===== src/rtl/enemy_control_if.sv =====
// ============================================================================
// Module      : enemy_control_if
// Description : Phase-strobe bus between the enemy sequencer and enemy block.
// Revision    : 1.0
// ============================================================================
`default_nettype none

interface enemy_control_if;
  logic       enable;
  logic       draw_done;
  logic       init;
  logic       idle;
  logic       gen_move;
  logic       apply_move;
  logic       draw;
  logic [7:0] frame_count;
  logic       overrun;
  logic       draw_timeout;

  modport master (
    input  enable, draw_done,
    output init, idle, gen_move, apply_move, draw,
    output frame_count, overrun, draw_timeout
  );

  modport slave (
    output enable, draw_done,
    input  init, idle, gen_move, apply_move, draw,
    input  frame_count, overrun, draw_timeout
  );
endinterface

`default_nettype wire


===== src/rtl/enemy_control.sv =====
// ============================================================================
// Module      : enemy_control
// Description : Frame-paced sequencer for the enemy init/move/draw phases.
// Revision    : 1.0
// ============================================================================
`default_nettype none

module enemy_control #(
  parameter int FRAME_CYCLES = 833333,
  parameter int MOVE_DIVIDE  = 4,
  parameter int DRAW_TIMEOUT = 65535
) (
  input  wire logic        clock,
  input  wire logic        reset,
  enemy_control_if.master  bus
);

  localparam int TICK_W = (FRAME_CYCLES > 1) ? $clog2(FRAME_CYCLES) : 1;
  localparam logic [TICK_W-1:0] c_tick_last = TICK_W'(FRAME_CYCLES - 1);
  localparam logic [7:0]        c_div_last  = 8'(MOVE_DIVIDE - 1);
  localparam logic [15:0]       c_wdog_last = 16'(DRAW_TIMEOUT - 1);

  typedef enum logic [2:0] {
    S_RST   = 3'd0,
    S_INIT  = 3'd1,
    S_IDLE  = 3'd2,
    S_GEN   = 3'd3,
    S_APPLY = 3'd4,
    S_DRAW  = 3'd5
  } state_t;

  state_t            r_state;
  state_t            w_next;
  logic [TICK_W-1:0] r_tick_cnt;
  logic              w_tick;
  logic [7:0]        r_div;
  logic [7:0]        w_div_next;
  logic [15:0]       r_wdog;
  logic              w_done_ok;
  logic              w_expire;
  logic              w_fc_inc;
  logic              w_set_timeout;
  logic              w_set_overrun;

  logic              r_init;
  logic              r_idle;
  logic              r_gen_move;
  logic              r_apply_move;
  logic              r_draw;
  logic [7:0]        r_frame_count;
  logic              r_overrun;
  logic              r_draw_timeout;

  assign w_tick        = (r_tick_cnt == c_tick_last);
  // Watchdog is zero only on the DRAW entry cycle, so a stale done is ignored.
  assign w_done_ok     = bus.draw_done && (r_wdog != 16'd0);
  assign w_expire      = (r_wdog == c_wdog_last);
  assign w_set_overrun = w_tick && (r_state != S_IDLE) && (r_state != S_RST);

  always_ff @(posedge clock or negedge reset) begin
    if (!reset) begin
      r_state <= S_RST;
    end else begin
      r_state <= w_next;
    end
  end

  always_comb begin
    w_next        = r_state;
    w_div_next    = r_div;
    w_fc_inc      = 1'b0;
    w_set_timeout = 1'b0;
    case (r_state)
      S_RST:   w_next = S_INIT;
      S_INIT:  w_next = S_IDLE;
      S_IDLE: begin
        if (w_tick && bus.enable) begin
          if (r_div == c_div_last) begin
            w_div_next = 8'd0;
            w_next     = S_GEN;
          end else begin
            w_div_next = r_div + 8'd1;
            w_next     = S_DRAW;
          end
        end
      end
      S_GEN:   w_next = S_APPLY;
      S_APPLY: w_next = S_DRAW;
      S_DRAW: begin
        if (w_done_ok) begin
          w_next   = S_IDLE;
          w_fc_inc = 1'b1;
        end else if (w_expire) begin
          w_next        = S_IDLE;
          w_set_timeout = 1'b1;
        end
      end
      default: w_next = S_RST;
    endcase
  end

  always_ff @(posedge clock or negedge reset) begin
    if (!reset) begin
      r_tick_cnt     <= '0;
      r_div          <= 8'd0;
      r_wdog         <= 16'd0;
      r_frame_count  <= 8'd0;
      r_overrun      <= 1'b0;
      r_draw_timeout <= 1'b0;
      r_init         <= 1'b0;
      r_idle         <= 1'b0;
      r_gen_move     <= 1'b0;
      r_apply_move   <= 1'b0;
      r_draw         <= 1'b0;
    end else begin
      r_tick_cnt     <= w_tick ? '0 : r_tick_cnt + 1'b1;
      r_div          <= w_div_next;
      r_wdog         <= (r_state == S_DRAW) ? r_wdog + 16'd1 : 16'd0;
      r_frame_count  <= r_frame_count + {7'd0, w_fc_inc};
      r_overrun      <= r_overrun | w_set_overrun;
      r_draw_timeout <= r_draw_timeout | w_set_timeout;
      // Phases are registered from the next state so they align with it.
      r_init         <= (w_next == S_INIT);
      r_idle         <= (w_next == S_IDLE);
      r_gen_move     <= (w_next == S_GEN);
      r_apply_move   <= (w_next == S_APPLY);
      r_draw         <= (w_next == S_DRAW);
    end
  end

  assign bus.init         = r_init;
  assign bus.idle         = r_idle;
  assign bus.gen_move     = r_gen_move;
  assign bus.apply_move   = r_apply_move;
  assign bus.draw         = r_draw;
  assign bus.frame_count  = r_frame_count;
  assign bus.overrun      = r_overrun;
  assign bus.draw_timeout = r_draw_timeout;

endmodule

`default_nettype wire


===== src/flat_wrapper.sv =====
// flat-port wrapper written by rule: the top's interface ports become plain ports
module enemy_control_flat 
#(
  parameter int FRAME_CYCLES = 833333,
  parameter int MOVE_DIVIDE  = 4,
  parameter int DRAW_TIMEOUT = 65535
)
  (clock, reset, bus_enable, bus_draw_done, bus_init, bus_idle, bus_gen_move, bus_apply_move, bus_draw, bus_frame_count, bus_overrun, bus_draw_timeout);
  enemy_control_if bus_i ();
  input  wire logic clock;
  input  wire logic reset;
  input wire logic [$bits(bus_i.enable)-1:0] bus_enable;
  input wire logic [$bits(bus_i.draw_done)-1:0] bus_draw_done;
  output wire logic [$bits(bus_i.init)-1:0] bus_init;
  output wire logic [$bits(bus_i.idle)-1:0] bus_idle;
  output wire logic [$bits(bus_i.gen_move)-1:0] bus_gen_move;
  output wire logic [$bits(bus_i.apply_move)-1:0] bus_apply_move;
  output wire logic [$bits(bus_i.draw)-1:0] bus_draw;
  output wire logic [$bits(bus_i.frame_count)-1:0] bus_frame_count;
  output wire logic [$bits(bus_i.overrun)-1:0] bus_overrun;
  output wire logic [$bits(bus_i.draw_timeout)-1:0] bus_draw_timeout;
  assign bus_i.enable = bus_enable;
  assign bus_i.draw_done = bus_draw_done;
  assign bus_init = bus_i.init;
  assign bus_idle = bus_i.idle;
  assign bus_gen_move = bus_i.gen_move;
  assign bus_apply_move = bus_i.apply_move;
  assign bus_draw = bus_i.draw;
  assign bus_frame_count = bus_i.frame_count;
  assign bus_overrun = bus_i.overrun;
  assign bus_draw_timeout = bus_i.draw_timeout;
  enemy_control #(.FRAME_CYCLES(FRAME_CYCLES), .MOVE_DIVIDE(MOVE_DIVIDE), .DRAW_TIMEOUT(DRAW_TIMEOUT)) u_core (.clock(clock), .reset(reset), .bus(bus_i));
endmodule

===== config.mk =====
export PLATFORM = sky130hd
export DESIGN_NAME = enemy_control_flat
export DESIGN_NICKNAME = d
export VERILOG_FILES = /design/src/rtl/enemy_control_if.sv /design/src/rtl/enemy_control.sv /design/src/flat_wrapper.sv
export SDC_FILE = /design/constraint.sdc
export NUM_CORES = 1
export LEC_CHECK = 0
export ABC_AREA = 1
export CAP_MARGIN = 25
export CORE_ASPECT_RATIO = 1.1
export CORE_MARGIN = 3
export CORE_UTILIZATION = 55
export DETAILED_ROUTE_END_ITERATION = 8
export HOLD_SLACK_MARGIN = 0.1
export PLACE_DENSITY = 0.75
export SLEW_MARGIN = 20
export SYNTH_ARGS = -nofsm -noshare
export SYNTH_HDL_FRONTEND = slang
export SYNTH_SLANG_ARGS = --single-unit
export TNS_END_PERCENT = 5

===== constraint.sdc =====
create_clock -name clock -period 2.4 [get_ports clock]
set_clock_uncertainty 0.15 [all_clocks]
set_input_delay 0.36 -clock clock [delete_from_list [all_inputs] [get_ports clock]]
set_output_delay 0.36 -clock clock [all_outputs]
set_load 0.01 [all_outputs]

Word-level counts from Yosys, hierarchy flattened

Index checks and enable logic that the tools add are counted.

Flip-flop bits (word level): 62
Output and inout port bits: 15
Word-level logic and storage cells: 53
Bits of input ports: 4

Bitwise gates (word level): 2
Mux-type cells: 13
Add/sub/neg operators: 4
Reductions and logical operators: 8
Equal/unequal tests: 14

Operators with widths:

| kind                                                            | number |
|---|---|
| 20-bit by 1-bit adder with 20-bit output, second input constant | 1 |
| 20-bit == test, second input constant                           | 1 |
| 20-bit two-way mux                                              | 1 |
| 3-bit case mux with 6 select lines                              | 1 |
| 16-bit by 1-bit adder with 16-bit output, second input constant | 1 |
| 16-bit == test, second input constant                           | 1 |
| 16-bit two-way mux                                              | 1 |
| 16-bit nonzero test                                             | 1 |
| 3-bit by 2-bit == test with 1-bit output, second input constant | 4 |
| 3-bit == test, second input constant                            | 4 |
| 3-bit two-way mux                                               | 4 |
| 8-bit by 1-bit adder with 8-bit output                          | 1 |
| 8-bit by 1-bit adder with 8-bit output, second input constant   | 1 |
| 8-bit by 2-bit == test with 1-bit output, second input constant | 1 |
| 8-bit two-way mux                                               | 1 |
| 3-bit by 1-bit == test with 1-bit output, second input constant | 2 |
| 1-bit two-way mux                                               | 5 |
| 1-bit logical AND                                               | 4 |
| 3-bit logical NOT                                               | 1 |
| 3-bit by 2-bit != test with 1-bit output, second input constant | 1 |
| 3-bit nonzero test                                              | 1 |
| 1-bit bitwise OR                                                | 2 |
| 2-bit AND reduction                                             | 1 |

Depth between registers and ports, before layout

Depth after elaboration: 5
Mapped depth: 12
Mapped depth without buffers: 12

Least setup slack after synthesis

OpenSTA, ideal clock, no wires.

Path kind: register -> register
Start point: register u_core.r_state[1]
End point: register u_core.r_frame_count[7], in the netlist u_core.bus.frame_count[7]
Stages on the path, launching flop included: 11
Setup time: 0.124 ns
Data required time: 2.126 ns
Buffers on the path: 0
Arrival time: 1.728 ns
Setup slack: 0.398 ns
Period minus slack after synthesis: 2.002 ns
Cell sequence: dfrtp_1 > inv_1 > nand2_1 > nor2_2 > inv_2 > nor2_1 > ha_1 > nand3_1 > nor3_1 > nand3_1 > xnor2_1

Word-level cells in the longest chain between the ends: 3

Ends and longest elaborated chain:

| what                                   | RTL line             | source |
|---|---|---|
| start, declared                        | enemy_control.sv:32  | `state_t r_state;` |
| start signal, assigned                 | enemy_control.sv:64  | `r_state <= w_next;` |
| 3-bit == test                          | enemy_control.sv:73  | `case (r_state)` |
| 1-bit two-way mux                      | enemy_control.sv:73  |  |
| 8-bit by 1-bit adder with 8-bit output | enemy_control.sv:119 | `r_frame_count <= r_frame_count + {7'd0, w_fc_inc};` |
| end signal, assigned                   | enemy_control.sv:119 |  |
| end, declared                          | enemy_control.sv:50  | `logic [7:0] r_frame_count;` |

Every way passes these cells.
A chain may end at the register's enable or synchronous reset.

Worst setup path after layout

Start point: register u_core.r_wdog[0]
End point: register u_core.r_frame_count[7], in the netlist u_core.bus.frame_count[7]

Word-level cells in the longest chain between the ends: 5

Ends and longest elaborated chain:

| what                                   | RTL line             | source |
|---|---|---|
| start, declared                        | enemy_control.sv:38  | `logic [15:0] r_wdog;` |
| start signal, assigned                 | enemy_control.sv:118 | `r_wdog <= (r_state == S_DRAW) ? r_wdog + 16'd1 : 16'd0;` |
| 16-bit nonzero test                    | enemy_control.sv:56  | `assign w_done_ok = bus.draw_done && (r_wdog != 16'd0);` |
| 1-bit logical AND                      | enemy_control.sv:56  |  |
| 1-bit two-way mux                      | enemy_control.sv:90  | `if (w_done_ok) begin` |
| 1-bit two-way mux                      | enemy_control.sv:73  |  |
| 8-bit by 1-bit adder with 8-bit output | enemy_control.sv:119 |  |

Every way passes these cells.

==> impl_results.md <==
* Root cell of the clock tree: sky130_fd_sc_hd__clkbuf_8
* Ports at 19
* Top cell type by total area after synthesis: sky130_fd_sc_hd__dfrtp_1
* Outcome: finished, final reports clean
* Portion of total power attributed to combinational logic at 19.4%
* Cell family contributing the most delay on the critical path: simple AND/OR/NAND/NOR gates
* Overall die area at 6830 sq um
* Syn Nets at 410
* Post-route non-filler standard cell count at 509
* Count of endpoints failing setup in the final report at 0
* Number of sinks on the clock net at 62
* Slack of the critical path at 0.302 ns
* Highest ir drop seen on vdd at 0.000776 V
* Height of the die at 86.4 um
* FFs w/ async S/R, synth at 100%
* Net Sw Power at 0.805 mW
* Number of antenna violations at the first check in global routing at 0
* Number of synthesized flops with an enable pin at 0
* CP most frequent cell: sky130_fd_sc_hd__nand2_1
* Relative contribution of the clock network to total power at 37.4%
* Number of violations of the max-capacitance limit at 0
* Clock-pin slew of the registers on the worst-case setup and hold paths at 0.07 ns
* Global route overflow at 0
* Ant. Diodes at 0
* Fmax at 0.477 GHz
* Final count of hold timing violations at 0
* Worst Path Arrival at 2.18 ns
* Share of synthesized cell area in and, or, nand and nor gates at 30.5%
* Synth Flop Type: sky130_fd_sc_hd__dfrtp_1
* Startpoint types: flip-flop
* Area added between synthesis and finish at 15.7%
* Number of different library cells in the post-synthesis netlist at 31
* Net count reported at finish at 441
* Pre-CTS setup slack at 0.268 ns
* P_int at 1.95 mW
* Total Routed Length at 6480 um
* Placed insts at 492
* GPL Wtd Cong at 0.893
* Main combinational cell family by area after synthesis: simple AND/OR/NAND/NOR gates
* Mapped Area at 3230 sq um
* Largest net degree at the start of global routing at 25
* Worst min-delay path startpoint: u_core.bus.frame_count[7]
* Crit path max-delay cell type: sky130_fd_sc_hd__dfrtp_1
* Number of placement rows at 28
* Fraction of power spent switching nets at 29.2%
* Yosys warning total at 0
* Final design area excluding fillers at 3740 sq um
* Longest individual stage delay on the worst path at 0.40 ns
* Max Slew Vio Count at 0
* Sequential cell area at 1550 sq um
* Routed via count at 2654
* Buffer count from post-CTS setup fixing at 0
* Power share of the sequential group at 43.2%
* RSZ-0062 raised after global routing: false
* Port bufs at 18
* Placed wire-length estimate at 4770 um
* Area of combinational cells with multiple inputs at 1450 sq um
* Vias in the first global route at 2705
* Endpoint required time on the critical path at 2.48 ns
* Initial Util at 58.4%
* TritonCTS clock tree: built
* DR WL/cell at 12.7 um
* Synthesis-stage register bit count at 62
* Maximum fanout encountered on the critical timing path at 4
* Mean instance size in the synthesized netlist at 8.12 sq um
* Antenna Nets Post-Route at 0
* Count leader, synth: sky130_fd_sc_hd__nand2_1
* Kind of path behind the tightest hold check: reg -> reg
* Synthesized-area fraction occupied by ao, oa, aoi and oai cells at 6.85%
* Filler cells at 487
* Gate count after technology mapping at 398
* Remaining design rule violation count at 0
* Fraction of post-synthesis cell area in the top cell type by area at 48.0%
* Period Utilization, post-route at 87.4%
* Setup TNS Final at 0 ns
* Longest Clk Path Bufs at 2
* Pwr Density at 738 nW/um^2
* Level count of the clock H-tree at 3
* Final critical path time including I/O delays and setup at 2.10 ns
* Share of cell area taken by muxes after synthesis at 0%
* Worst r2r src: u_core.r_wdog[0]
* CP startpoint: u_core.r_wdog[0]
* Biggest area contributors in the synthesized netlist: sky130_fd_sc_hd__dfrtp_1, sky130_fd_sc_hd__nand2_1, sky130_fd_sc_hd__nor2_1
* Horizontal die dimension at 79.1 um
* Area of the core at 5540 sq um
* Starting DRT DRC Count at 184
* Fraction of the mapped netlist area in adder cells at 3.10%
* Fraction of layout cells with a size suffix above 1 at 10.6%
* Total iterations of the first detailed-routing run at 5
* Critical path endpoint category: flip-flop
* Tightest Pin Transition at 0.482 ns
* Static leakage at 1.85 nW
* Fraction of synthesized cell area in xor and xnor cells at 4.34%
* Top cells by count, synth: sky130_fd_sc_hd__nand2_1, sky130_fd_sc_hd__dfrtp_1, sky130_fd_sc_hd__nor2_1, sky130_fd_sc_hd__inv_1, sky130_fd_sc_hd__nand3_1
* Tightest slew margin relative to the limit at 67.8%
* Clock network latency to the later pin of the worst-skew pair at 0.34 ns
* Inserted Clock Buffers at 9
* Global-route wire length before repair at 11700 um
* Placement Cell Area at 3500 sq um
* Ordered cell list for the critical path: inv_1 > ha_1 > nand2_1 > nor2_1 > nand2_1 > nand2_1 > nor2_1 > ha_1 > nand3_1 > nor3_1 > nand3_1 > xnor2_1
* All-layer global routing usage at 21.8%
* Worst Path Buf+Inv at 1
* DR vias/cell at 5.21
* Fraction of the yosys area taken by sequential cells at 48.0%
* Class of the most critical setup path: reg -> reg
==> worst register-to-register path: stages, from the launching register on <==
cell and delay, ns:
sky130_fd_sc_hd__dfrtp_1 0.40, sky130_fd_sc_hd__inv_1 0.08, sky130_fd_sc_hd__ha_1 0.19, sky130_fd_sc_hd__nand2_1 0.06, sky130_fd_sc_hd__nor2_1 0.04, sky130_fd_sc_hd__nand2_1 0.06, sky130_fd_sc_hd__nand2_1 0.11, sky130_fd_sc_hd__nor2_1 0.11
sky130_fd_sc_hd__ha_1 0.17, sky130_fd_sc_hd__nand3_1 0.11, sky130_fd_sc_hd__nor3_1 0.25, sky130_fd_sc_hd__nand3_1 0.13, sky130_fd_sc_hd__xnor2_1 0.14
==> area by class of cell <==
class | count | area share, %
clock buffers | 11 | 3.78
clock inverters | 5 | 2.21
inverters | 57 | 5.72
multi-input cells | 277 | 38.7
flip-flops and latches | 62 | 41.5
well taps | 75 | 2.51
repair buffers | 22 | 5.56
==> path summary, 6_finish.rpt <==
| path | end | slack (ns) | cells after the start |
|---|---|---|---|
| max in group asynchronous | u_core.bus.idle | 1.05 | 3 |
| worst min register to register | u_core.bus.frame_count[7] | 0.33 | 1 |
| worst max-delay path | u_core.bus.frame_count[7] | 0.30 | 12 |
| worst min-delay path | u_core.bus.frame_count[7] | 0.33 | 1 |
| worst max register to register | u_core.bus.frame_count[7] | 0.30 | 12 |
| min in group asynchronous | u_core.bus.frame_count[2] | 0.36 | 2 |
==> power by group through the flow <==
stage | clock, mW | sequential, mW | combinational, mW
6_report | 1.03 | 1.19 | 0.536
5_1_grt | 1.08 | 1.20 | 0.617
4_1_cts | 1.04 | 1.19 | 0.546
3_5_place_dp | 0 | 1.21 | 0.534
3_3_place_gp | 0 | 1.21 | 0.523
2_1_floorplan | 0 | 1.22 | 0.291
==> cell usage in the layout, fill, tap and decap left out, drive strengths merged <==
cell type	synthesis	layout
nand2	85	85
nor2	69	69
dfrtp	62	62
inv	57	57
nand3	25	25
nor3	21	21
clkdlybuf4s50	0	17
a21oi	15	15
xor2	14	14
o21ai	14	14
clkbuf	0	11
ha	8	8
nand4	7	7
buf	2	4
nor4	3	3
a31oi	3	3
clkinvlp	0	3
xnor2	2	2
o21bai	2	2
a31o	2	2
and3	2	2
bufinv	0	2
nor3b	1	1
a211oi	1	1
o211a	1	1
nand3b	1	1
a21o	1	1
dlygate4sd3	0	1
==> per-stage QoR <==
stage	power (mW)	hold WS [ns]	util, %
2_1_floorplan	1.51	-0.0856	-
3_3_place_gp	1.73	0.216	63.3
3_5_place_dp	1.74	0.218	63.3
4_1_cts	2.78	0.330	67.5
5_1_grt	2.91	0.354	67.5
6_report	2.76	0.326	67.5
==> sequential cells by signal (all words and copies together), names as in the netlist <==
register / count
u_core.bus.draw: 1
u_core.bus.gen_move: 1
u_core.bus.init: 1
u_core.r_tick_cnt: 20
u_core.r_wdog: 16
u_core.bus.frame_count: 8
u_core.bus.apply_move: 1
u_core.bus.overrun: 1
u_core.bus.idle: 1
u_core.r_div: 8
u_core.bus.draw_timeout: 1
u_core.r_state: 3
==> logic make-up after synthesis <==
family          Yosys count
buf+inv                  59
flops                    62
xor+xnor                 16
fa+ha+maj                 8
compound gates           39
simple gates            214
==> per-layer routing <==
metal | global-route usage [%] | part of all wire [%]
met3 | 5.41 | 4.7
met1 | 27.5 | 46
met5 | 0 | 0
met4 | 9.22 | 2.0
met2 | 35.7 | 47
==> timing repair <==
item | CTS | global route
hold endpoints to repair | 21 | 0
hold buffers | 1 | 0
resized for setup | 0 | 0
Note: power is estimated with default switching activity, not from simulation.
